$ cat config.mk
export PLATFORM = sky130hd
export DESIGN_NAME = mem_port_arbiter
export DESIGN_NICKNAME = d
export VERILOG_FILES = /design/src/rtl/mem_port_arbiter.sv
export SDC_FILE = /design/constraint.sdc
export NUM_CORES = 1
export LEC_CHECK = 0
export ABC_CLOCK_PERIOD_IN_PS = 2400
export CORE_AREA = 2 2 134 136
export CTS_CLUSTER_DIAMETER = 100
export CTS_CLUSTER_SIZE = 40
export DETAILED_ROUTE_END_ITERATION = 8
export DIE_AREA = 0 0 136 138
export GPL_ROUTABILITY_DRIVEN = 0
export HOLD_SLACK_MARGIN = 0.02
export PLACE_DENSITY_LB_ADDON = 0.08
export SYNTH_ARGS = -nofsm -noshare
export SYNTH_HDL_FRONTEND = slang
export SYNTH_SLANG_ARGS = --single-unit
export TNS_END_PERCENT = 100
$ cat constraint.sdc
create_clock -name clk -period 2.4 [get_ports clk]
set_input_delay 0.36 -clock clk [delete_from_list [all_inputs] [get_ports clk]]
set_output_delay 0.36 -clock clk [all_outputs]
set_load 0.01 [all_outputs]
$ cat src/rtl/mem_port_arbiter.sv
// Three-requester arbiter (fetch, load/store, debug) onto one memory port with a BUSY timeout.
// Define MEM_ARB_ROUND_ROBIN_EN for round-robin arbitration; the default is fixed priority dbg > ls > if.
module mem_port_arbiter #(
  parameter int MAX_WAIT = 16
) (
  input  logic        clk,
  input  logic        reset,
  input  logic        if_req,
  input  logic        ls_req,
  input  logic        dbg_req,
  input  logic [31:0] if_addr,
  input  logic [31:0] ls_addr,
  input  logic [31:0] dbg_addr,
  input  logic [3:0]  if_we,
  input  logic [3:0]  ls_we,
  input  logic [3:0]  dbg_we,
  input  logic [31:0] if_wdata,
  input  logic [31:0] ls_wdata,
  input  logic [31:0] dbg_wdata,
  output logic        if_gnt,
  output logic        ls_gnt,
  output logic        dbg_gnt,
  output logic        if_rvalid,
  output logic        ls_rvalid,
  output logic        dbg_rvalid,
  output logic [31:0] rdata,
  output logic        err,
  output logic        mem_req,
  output logic [31:0] mem_addr,
  output logic [3:0]  mem_we,
  output logic [31:0] mem_wdata,
  input  logic        mem_ready,
  input  logic [31:0] mem_rdata
);

  typedef enum logic {IDLE = 1'b0, BUSY = 1'b1} state_t;

  localparam logic [7:0] LAST_CNT = 8'(MAX_WAIT - 1);

  state_t      state_q;
  logic [7:0]  count_q;
  logic [2:0]  owner_q;
  logic [31:0] addr_q;
  logic [3:0]  we_q;
  logic [31:0] wdata_q;
  logic        rstHold_q;

  logic [2:0]  reqVec;
  logic [2:0]  winVec;
  logic [2:0]  gntVec;
  logic [2:0]  rvalidVec;
  logic        grant;
  logic        busy;
  logic        done;
  logic [31:0] selAddr;
  logic [3:0]  selWe;
  logic [31:0] selWdata;

  assign reqVec = {dbg_req, ls_req, if_req};

`ifdef MEM_ARB_ROUND_ROBIN_EN
  // ptr_q names the requester searched first: 0=if, 1=ls, 2=dbg.
  logic [1:0] ptr_q;
  logic [1:0] ptr_d;

  always_comb begin
    winVec = 3'b000;
    case (ptr_q)
      2'd1:    winVec = reqVec[1] ? 3'b010 : reqVec[2] ? 3'b100 : reqVec[0] ? 3'b001 : 3'b000;
      2'd2:    winVec = reqVec[2] ? 3'b100 : reqVec[0] ? 3'b001 : reqVec[1] ? 3'b010 : 3'b000;
      default: winVec = reqVec[0] ? 3'b001 : reqVec[1] ? 3'b010 : reqVec[2] ? 3'b100 : 3'b000;
    endcase
  end

  always_comb begin
    ptr_d = ptr_q;
    if (gntVec[0])      ptr_d = 2'd1;
    else if (gntVec[1]) ptr_d = 2'd2;
    else if (gntVec[2]) ptr_d = 2'd0;
  end

  always_ff @(posedge clk) begin
    if (!reset) ptr_q <= 2'd0;
    else        ptr_q <= ptr_d;
  end
`else
  always_comb begin
    winVec = 3'b000;
    if (dbg_req)     winVec = 3'b100;
    else if (ls_req) winVec = 3'b010;
    else if (if_req) winVec = 3'b001;
  end
`endif

  // No grants while reset is low or in the first cycle after it.
  assign gntVec    = (reset && !rstHold_q && state_q == IDLE) ? winVec : 3'b000;
  assign grant     = |gntVec;
  assign busy      = reset && (state_q == BUSY);
  assign done      = busy && (mem_ready || count_q == LAST_CNT);
  assign rvalidVec = done ? owner_q : 3'b000;

  always_comb begin
    selAddr  = 32'h0;
    selWe    = 4'h0;
    selWdata = 32'h0;
    if (gntVec[2]) begin
      selAddr  = dbg_addr;
      selWe    = dbg_we;
      selWdata = dbg_wdata;
    end else if (gntVec[1]) begin
      selAddr  = ls_addr;
      selWe    = ls_we;
      selWdata = ls_wdata;
    end else if (gntVec[0]) begin
      selAddr  = if_addr;
      selWe    = if_we;
      selWdata = if_wdata;
    end
  end

  always_ff @(posedge clk) begin
    if (!reset) begin
      state_q   <= IDLE;
      count_q   <= 8'd0;
      owner_q   <= 3'b000;
      addr_q    <= 32'h0;
      we_q      <= 4'h0;
      wdata_q   <= 32'h0;
      rstHold_q <= 1'b1;
    end else begin
      rstHold_q <= 1'b0;
      case (state_q)
        IDLE: begin
          if (grant) begin
            state_q <= BUSY;
            count_q <= 8'd0;
            owner_q <= gntVec;
            addr_q  <= selAddr;
            we_q    <= selWe;
            wdata_q <= selWdata;
          end
        end
        BUSY: begin
          if (done) begin
            state_q <= IDLE;
            owner_q <= 3'b000;
          end else begin
            count_q <= count_q + 8'd1;
          end
        end
        default: state_q <= IDLE;
      endcase
    end
  end

  assign {dbg_gnt, ls_gnt, if_gnt}          = gntVec;
  assign {dbg_rvalid, ls_rvalid, if_rvalid} = rvalidVec;
  assign err       = done && !mem_ready;
  assign rdata     = (done && mem_ready) ? mem_rdata : 32'h0;
  assign mem_req   = busy;
  assign mem_addr  = busy ? addr_q  : 32'h0;
  assign mem_we    = busy ? we_q    : 4'h0;
  assign mem_wdata = busy ? wdata_q : 32'h0;

endmodule

======== Word-level counts from Yosys, hierarchy flattened ========
Cells that the tools add are included.
operators by class
  order comparisons ....................... 0
  divide/modulo/power cells ............... 0
  shift-type cells ........................ 0
  mux-type cells .......................... 28
  bitwise logic cells ..................... 1
  reduce and logical (&&, ||, !) cells .... 13
  add/sub/neg operators ................... 1
  multipliers ............................. 0
  eq/ne operators ......................... 4
operator list
  kind                                                             count
  32-bit 2-to-1 mux                                                9
  4-bit 2-to-1 mux                                                 4
  8-bit 2-to-1 mux                                                 2
  8-bit case mux with 2 select lines                               1
  3-bit 2-to-1 mux                                                 5
  8-bit by 1-bit adder with 8-bit output, second input constant    1
  8-bit by 4-bit == test with 1-bit output, second input constant  1
  1-bit logical AND                                                6
  3-bit case mux with 2 select lines                               1
  2-bit AND reduction                                              3
  1-bit 2-to-1 mux                                                 4
  2-bit != test, second input constant                             2
  3-bit OR reduction                                               1
  1-bit logical NOT                                                2
  2-bit 2-to-1 mux                                                 1
  2-bit by 1-bit != test with 1-bit output, second input constant  1
  1-bit case mux with 2 select lines                               1
  1-bit logical OR                                                 1
  1-bit NOT                                                        1
word-level totals
  memories kept ........................... 0
  latch bits .............................. 0
  memory bits (read-only) ................. 0
  output and inout bits ................... 108
  logic and storage cells ................. 54
  memory bits (writable) .................. 0
  register bits after elaboration ......... 81

======== Depth between registers and ports, before layout ========
Gate-level depths: netlist (run 1).
  depth in word-level cells ............... 7
  mapped depth ............................ 8

======== Worst setup path before layout (run 1) ========
No wires, ideal clock.
  kind .................................... input-to-output
  start point ............................. in ls_req
  end point ............................... out ls_gnt
  stages .................................. 4
  path buffers ............................ 3
  arrival time ............................ 1.375 ns
  setup slack ............................. 0.665 ns
  path through ............................ buf_2 > buf_2 > buf_1 > nor3b_1
on the way
  word-level cells in the longest chain between the ends .. 3
ends and longest elaborated chain
  element             line  text
  start: declaration  9     input logic ls_req,
  2-bit 2-to-1 mux    90    else if (ls_req) winVec = 3'b010;
  3-bit 2-to-1 mux    89    if (dbg_req) winVec = 3'b100;
  3-bit 2-to-1 mux    96    assign gntVec = (reset && !rstHold_q && state_q == IDLE) ? winVec : 3'b000;
  end: declaration    21    output logic ls_gnt,
Every way passes these cells.

======== Final worst setup path (run 1) ========
  start point ............................. reg state_q
  end point ............................... out ls_gnt
on the way
  word-level cells in the longest chain between the ends .. 3
ends and longest elaborated chain
  element                     line  text
  start: declaration          40    state_t state_q;
  start signal: assignment    123   state_q <= IDLE;
  start signal: assignment    135   state_q <= BUSY;
  start signal: assignment    145   state_q <= IDLE;
  1-bit NOT (no source line)  -
  1-bit logical AND           96
  3-bit 2-to-1 mux            96
Every way passes these cells.

==> flow_summary_export.csv, run 1 <==
group,metric,value,unit
status,status,"finished clean",
synthesis,synth_seq_area_share,34.6,%
setup_path,critPathRequiredTime,2040,ps
placed_design,numPortBuffers,349,
final_layout,drive_above_1_share,5.44,%
setup_path,worstReg2RegStart,"state_q",
setup_path,critPathMaxStageDelay,570,ps
clock_network,cts_hold_buf,0,
clock_network,cts_tree,"built",
final_layout,nets,1138,
clock_network,htree_levels,3,
clock_network,cts.clk_slew.worst_paths,60,ps
floorplanning,io_pins,350,
synthesis,ys_seq_elements,81,
sta,clock.fmax,0.429,GHz
synthesis,ys_types,44,
drt,route.met3.wl,1560,um
setup_path,critical-path-top-delay-family,"simple AND/OR/NAND/NOR gates",
clock_network,post_cts_buffers,0,
sta,slew_violations,0,
global_routing,grt_pass1_wl,29400,um
worst_hold_path,hp-start,"wdata_q[26]",
sta,skew,6.79,ps
setup_path,startpoint,"state_q",
setup_path,start_kind,"flop",
synthesis,avgSynthCellArea,7.98,um2
setup_path,path_cells,"or3b_1 -> nor3b_2 -> clkdlybuf4s50_1",
synthesis,async_reset_ff_share,0,%
final_layout,layout_commonest_cell,"clkdlybuf4s50_1",
pwr,p_leak,0.00358,uW
sta,maxSlewHeadroom,39.3,%
floorplanning,die_y,138,um
synthesis,ys.flop_type,"dfxtp_1",
clock_network,clk_latency,340,ps
floorplanning,start_util,26.8,%
global_routing,grt.total_usage,19.7,%
drt,drt-met1-wl,7300,um
synthesis,syn_nets,831,
sta,hold_slack,466,ps
final_layout,fillers,1681,
global_routing,grt_overflow,0,
synthesis,synth_area,4690,um2
clock_network,cts.sinks,81,
sta,finalHoldViolCount,0,
drt,wirelength,18800,um
clock_network,cts_buffers,9,
setup_path,critical_path_buf_inv_count,1,
floorplanning,row_count,49,
global_routing,grt_pass1_vias,5557,
drt,route.met2.wl,9670,um
synthesis,synth-edff-count,0,
sta,setup_tns,0,ps
final_layout,syn_to_final_growth,85.2,%
drt,top_layer,"met5",
global_routing,antenna_found_initial,2,
final_layout,antennaDiodeCount,0,
clock_network,cts_buffer_depth,2,
floorplanning,die-area,18800,um2
sta,post-route-period-util,97.1,%
floorplanning,fp.dieW,136,um
pwr,power,3930,uW
sta,period_minus_slack,2330,ps
worst_hold_path,hp-class,"reg -> reg",
floorplanning,coreArea,17500,um2
drt,ant_nets,0,
run,drv_cap,0,
placed_design,dp.cells,1113,
setup_path,ff2ff_setup_slack,530,ps
pwr,vdd_drop_max,401,uV
final_layout,final_cell_mix,"341 x clkdlybuf4s50_1, 79 x dfxtp_1, 73 x nand2_1",
setup_path,path_max_fanout,5,
synthesis,synth_warnings,0,
drt,via_per_inst,4.95,
sta,worst_pin_slew,911,ps
setup_path,worstSetupPathType,"reg -> out",
synthesis,syn_inst,588,
setup_path,cpMaxStageDelayCell,"clkdlybuf4s50_1",
final_layout,layout.cells.non_filler,1129,
global_routing,grt_max_degree,113,
setup_path,worst_ep_arrival_time,1970,ps
sta,rsz0062_at_grt,"false",
pwr,power.density,453,nW/um2
clock_network,cts_root_buf,"clkbuf_16",
drt,drtPass1Iterations,4,
drt,drt_iter0_drc,254,
final_layout,design_area,8690,um2
placed_design,dpl.hpwl,14000,um
drt,vias,5585,
placed_design,dpl-instance-area,8310,um2
drt,drc_errors,0,
setup_path,endpoint_kind,"output port",
drt,wl_per_cell,16.7,um
sta,finalSetupViolCount,0,
==> per-stage QoR <==
| stage | utilization [%] | setup WS [ps] |
|---|---|---|
| final | 49.6 | 69.1 |
| after global routing | 49.6 | 2.62 |
| after CTS | 49.5 | 17.4 |
| after detailed placement | 47.4 | 30.6 |
| after global placement | 47.4 | 49.7 |
| after floorplan | - | 665 |
==> state kept, by name, summed over array words and instances (netlist names) <==
register / flops
addr_q: 32
count_q: 8
owner_q: 3
rstHold_q: 1
state_q: 1
wdata_q: 32
we_q: 4
==> Yosys cell counts, types with 2 or more instances <==
master | instances | area, um2
buf_2 | 21 | 105
and2_1 | 33 | 206
dfxtp_1 | 81 | 1620
nor3b_1 | 3 | 22.5
nand2_1 | 73 | 274
or3_1 | 2 | 12.5
inv_1 | 3 | 11.3
nand3_1 | 6 | 30.0
a31oi_1 | 2 | 12.5
a21boi_0 | 2 | 15.0
o31ai_1 | 2 | 15.0
buf_6 | 2 | 22.5
o21ai_0 | 71 | 355
nand4_1 | 3 | 18.8
a21oi_1 | 2 | 10.0
buf_4 | 3 | 22.5
a22o_1 | 67 | 587
nor2_1 | 3 | 11.3
clkbuf_1 | 42 | 158
a22oi_1 | 68 | 510
buf_1 | 2 | 7.51
nor2b_1 | 4 | 25.0
a41o_1 | 3 | 30.0
and3_1 | 70 | 438
==> tightest hold or removal path: cells and delay by family, from the launching register on <==
family | cells | cell delay [ps]
AOI/OAI and AO/OA | 1 | 60
DFF | 1 | 330
and+or+nand+nor | 1 | 50
==> report_power, final <==
| group | leakage, uW | total, uW | switching (uW) | internal (uW) |
|---|---|---|---|---|
| logic | 0.00275 | 874 | 340 | 535 |
| registers | 0.000663 | 1470 | 38.3 | 1430 |
| clock network | 0.000166 | 1600 | 552 | 1040 |
| total | 0.00358 | 3930 | 930 | 3000 |
==> final cells by class <==
class | count | area, um2 | share of cell area [%]
clock buffers | 11 | 243 | 2.79
clock inverters | 5 | 103 | 1.18
inverters | 3 | 11.3 | 0.130
multi-input cells | 434 | 2780 | 32.0
flip-flops and latches | 81 | 1620 | 18.7
well taps | 229 | 287 | 3.30
repair buffers | 366 | 3650 | 41.9
==> worst paths after layout <==
check	end	cells after the start
max	ls_gnt	3
min	wdata_q[26]	2
max reg2reg	count_q[5]	5
min reg2reg	wdata_q[26]	2
==> cell families (layout without fill, tap and decap cells) <==
kind of cell	after synthesis	after routing	share of synthesized area (%)
simple gates	205	205	23.4
compound gates	227	227	34.6
mux	1	1	0.213
fa+ha+maj	1	1	0.267
buf+inv	73	385	6.96
flops	81	81	34.6
==> layer usage <==
metal  vias up  GRT usage [%]
met5         -              0
met4         4           5.04
met3        23           7.37
met2       182           35.1
met1      2577           21.8
li1       2799              -
==> what timing repair did <==
action	in CTS	in global routing
gates cloned	0	0
endpoints found under the setup margin	5	5
pin swaps	0	2
gates resized for setup	4	7
(Power assumes the default switching activity.)
==> run 2, diff against run 1 <==
Settings changed: SKIP_CTS_REPAIR_TIMING from default to 1.
==> flow_summary_export.csv, run 2 (synthesis gave the netlist of run 1 again) <==
group,metric,value,unit
status,status,"finished clean",
final_layout,seq_area,1620,um2
floorplanning,coreArea,17500,um2
final_layout,final_cell_mix,"341 x clkdlybuf4s50_1, 79 x dfxtp_1, 73 x nand2_1",
run,drv_cap,0,
placed_design,numPortBuffers,349,
drt,vias,5589,
sta,worst_pin_slew,912,ps
final_layout,nets,1138,
clock_network,htree_levels,3,
global_routing,use_met3,7.37,%
global_routing,grt_pass1_vias,5552,
final_layout,drive_above_1_share,5.56,%
floorplanning,fp.dieW,136,um
drt,wirelength,18800,um
sta,slew_violations,0,
drt,ant_nets,0,
drt,via_per_inst,4.95,
clock_network,cts_buffer_depth,2,
sta,skew,6.50,ps
global_routing,grt_overflow,0,
floorplanning,start_util,26.8,%
global_routing,use_met1,21.7,%
sta,finalHoldViolCount,0,
drt,drtPass1Iterations,4,
final_layout,antennaDiodeCount,0,
pwr,power.density,453,nW/um2
drt,drc_errors,0,
final_layout,multi_input_area,2780,um2
sta,rsz0062_at_grt,"false",
sta,clock.fmax,0.429,GHz
global_routing,grt_busiest_layer,"met2",
floorplanning,die_y,138,um
pwr,p_leak,0.00358,uW
clock_network,clk_latency,340,ps
clock_network,cts_buffers,9,
clock_network,cts.sinks,81,
sta,maxSlewHeadroom,39.2,%
final_layout,fillers,1683,
drt,wl_per_cell,16.7,um
clock_network,cts_tree,"built",
sta,finalSetupViolCount,0,
placed_design,dpl-instance-area,8310,um2
setup_path,endpoint_kind,"output port",
floorplanning,row_count,49,
sta,post-route-period-util,97.2,%
sta,hold_slack,463,ps
placed_design,place_ws,30.6,ps
floorplanning,die-area,18800,um2
worst_hold_path,hp-class,"reg -> reg",
drt,drt_iter0_drc,244,
pwr,vdd_drop_max,400,uV
sta,period_minus_slack,2330,ps
global_routing,grt_pass1_wl,29400,um
setup_path,critPathRequiredTime,2040,ps
setup_path,worstSetupPathType,"reg -> out",
final_layout,layout_commonest_cell,"clkdlybuf4s50_1",
setup_path,worst_ep_arrival_time,1970,ps
sta,fin_ws,66.8,ps
global_routing,grt_max_degree,113,
final_layout,syn_to_final_growth,85.2,%
global_routing,grt.total_usage,19.6,%
global_routing,antenna_found_initial,2,
final_layout,top_regs,"addr_q (32), wdata_q (32), count_q (8)",
pwr,power,3930,uW
setup_path,start_kind,"flop",
final_layout,design_area,8690,um2
clock_network,cts_root_buf,"clkbuf_16",
setup_path,path_max_fanout,5,
floorplanning,io_pins,350,
global_routing,grt_util_met2,35.1,%
clock_network,cts.clk_slew.worst_paths,60,ps
placed_design,dpl.hpwl,14000,um
-- run 2: cell types whose count changed in the layout (fill, tap and decap cells not counted) --
cell,change
and3_2,+1
and3_1,-1
-- run 2: per-stage QoR --
step	cells	TNS [ps]	util (%)
floorplan	588	0	-
global placement	1113	0	47.4
detailed placement	1113	0	47.4
CTS	1129	-177	49.4
global route	1129	0	49.6
finish	1129	0	49.6
-- run 2: cell type report --
class | count | area share (%)
clock buffers | 11 | 2.79
clock inverters | 5 | 1.18
inverters | 3 | 0.130
multi-input cells | 434 | 32.0
flip-flops and latches | 81 | 18.7
well taps | 229 | 3.30
repair buffers | 366 | 41.9
-- run 2: metal layers --
metal  part of all wire (%)  routed length [um]  vias to the layer above
li1                       -                   -                     2801
met1                     38                7170                     2574
met2                     52                9730                      187
met3                    8.4                1590                       23
met4                    1.5                 290                        4
met5                   0.16                  30                        -
-- run 2: path summary, 6_finish.rpt --
kind	cells after the start	to	start	slack [ps]
worst max-delay path	3	ls_gnt	state_q	70
worst min-delay path	2	wdata_q[26]	wdata_q[26]	460
worst max register to register	5	count_q[5]	state_q	540
worst min register to register	2	wdata_q[26]	wdata_q[26]	460
-- run 2: power breakdown --
group | switching [uW] | leakage [uW] | internal, uW | total [uW]
logic | 339 | 0.00275 | 535 | 874
clock network | 552 | 0.000166 | 1040 | 1600
registers | 37.9 | 0.000663 | 1430 | 1460
total | 929 | 0.00358 | 3000 | 3930
-- run 2: worst max-delay path: stages, from the launching register on --
cell	delay, ps
dfxtp_2	350
or3b_1	470
nor3b_2	240
clkdlybuf4s50_1	570
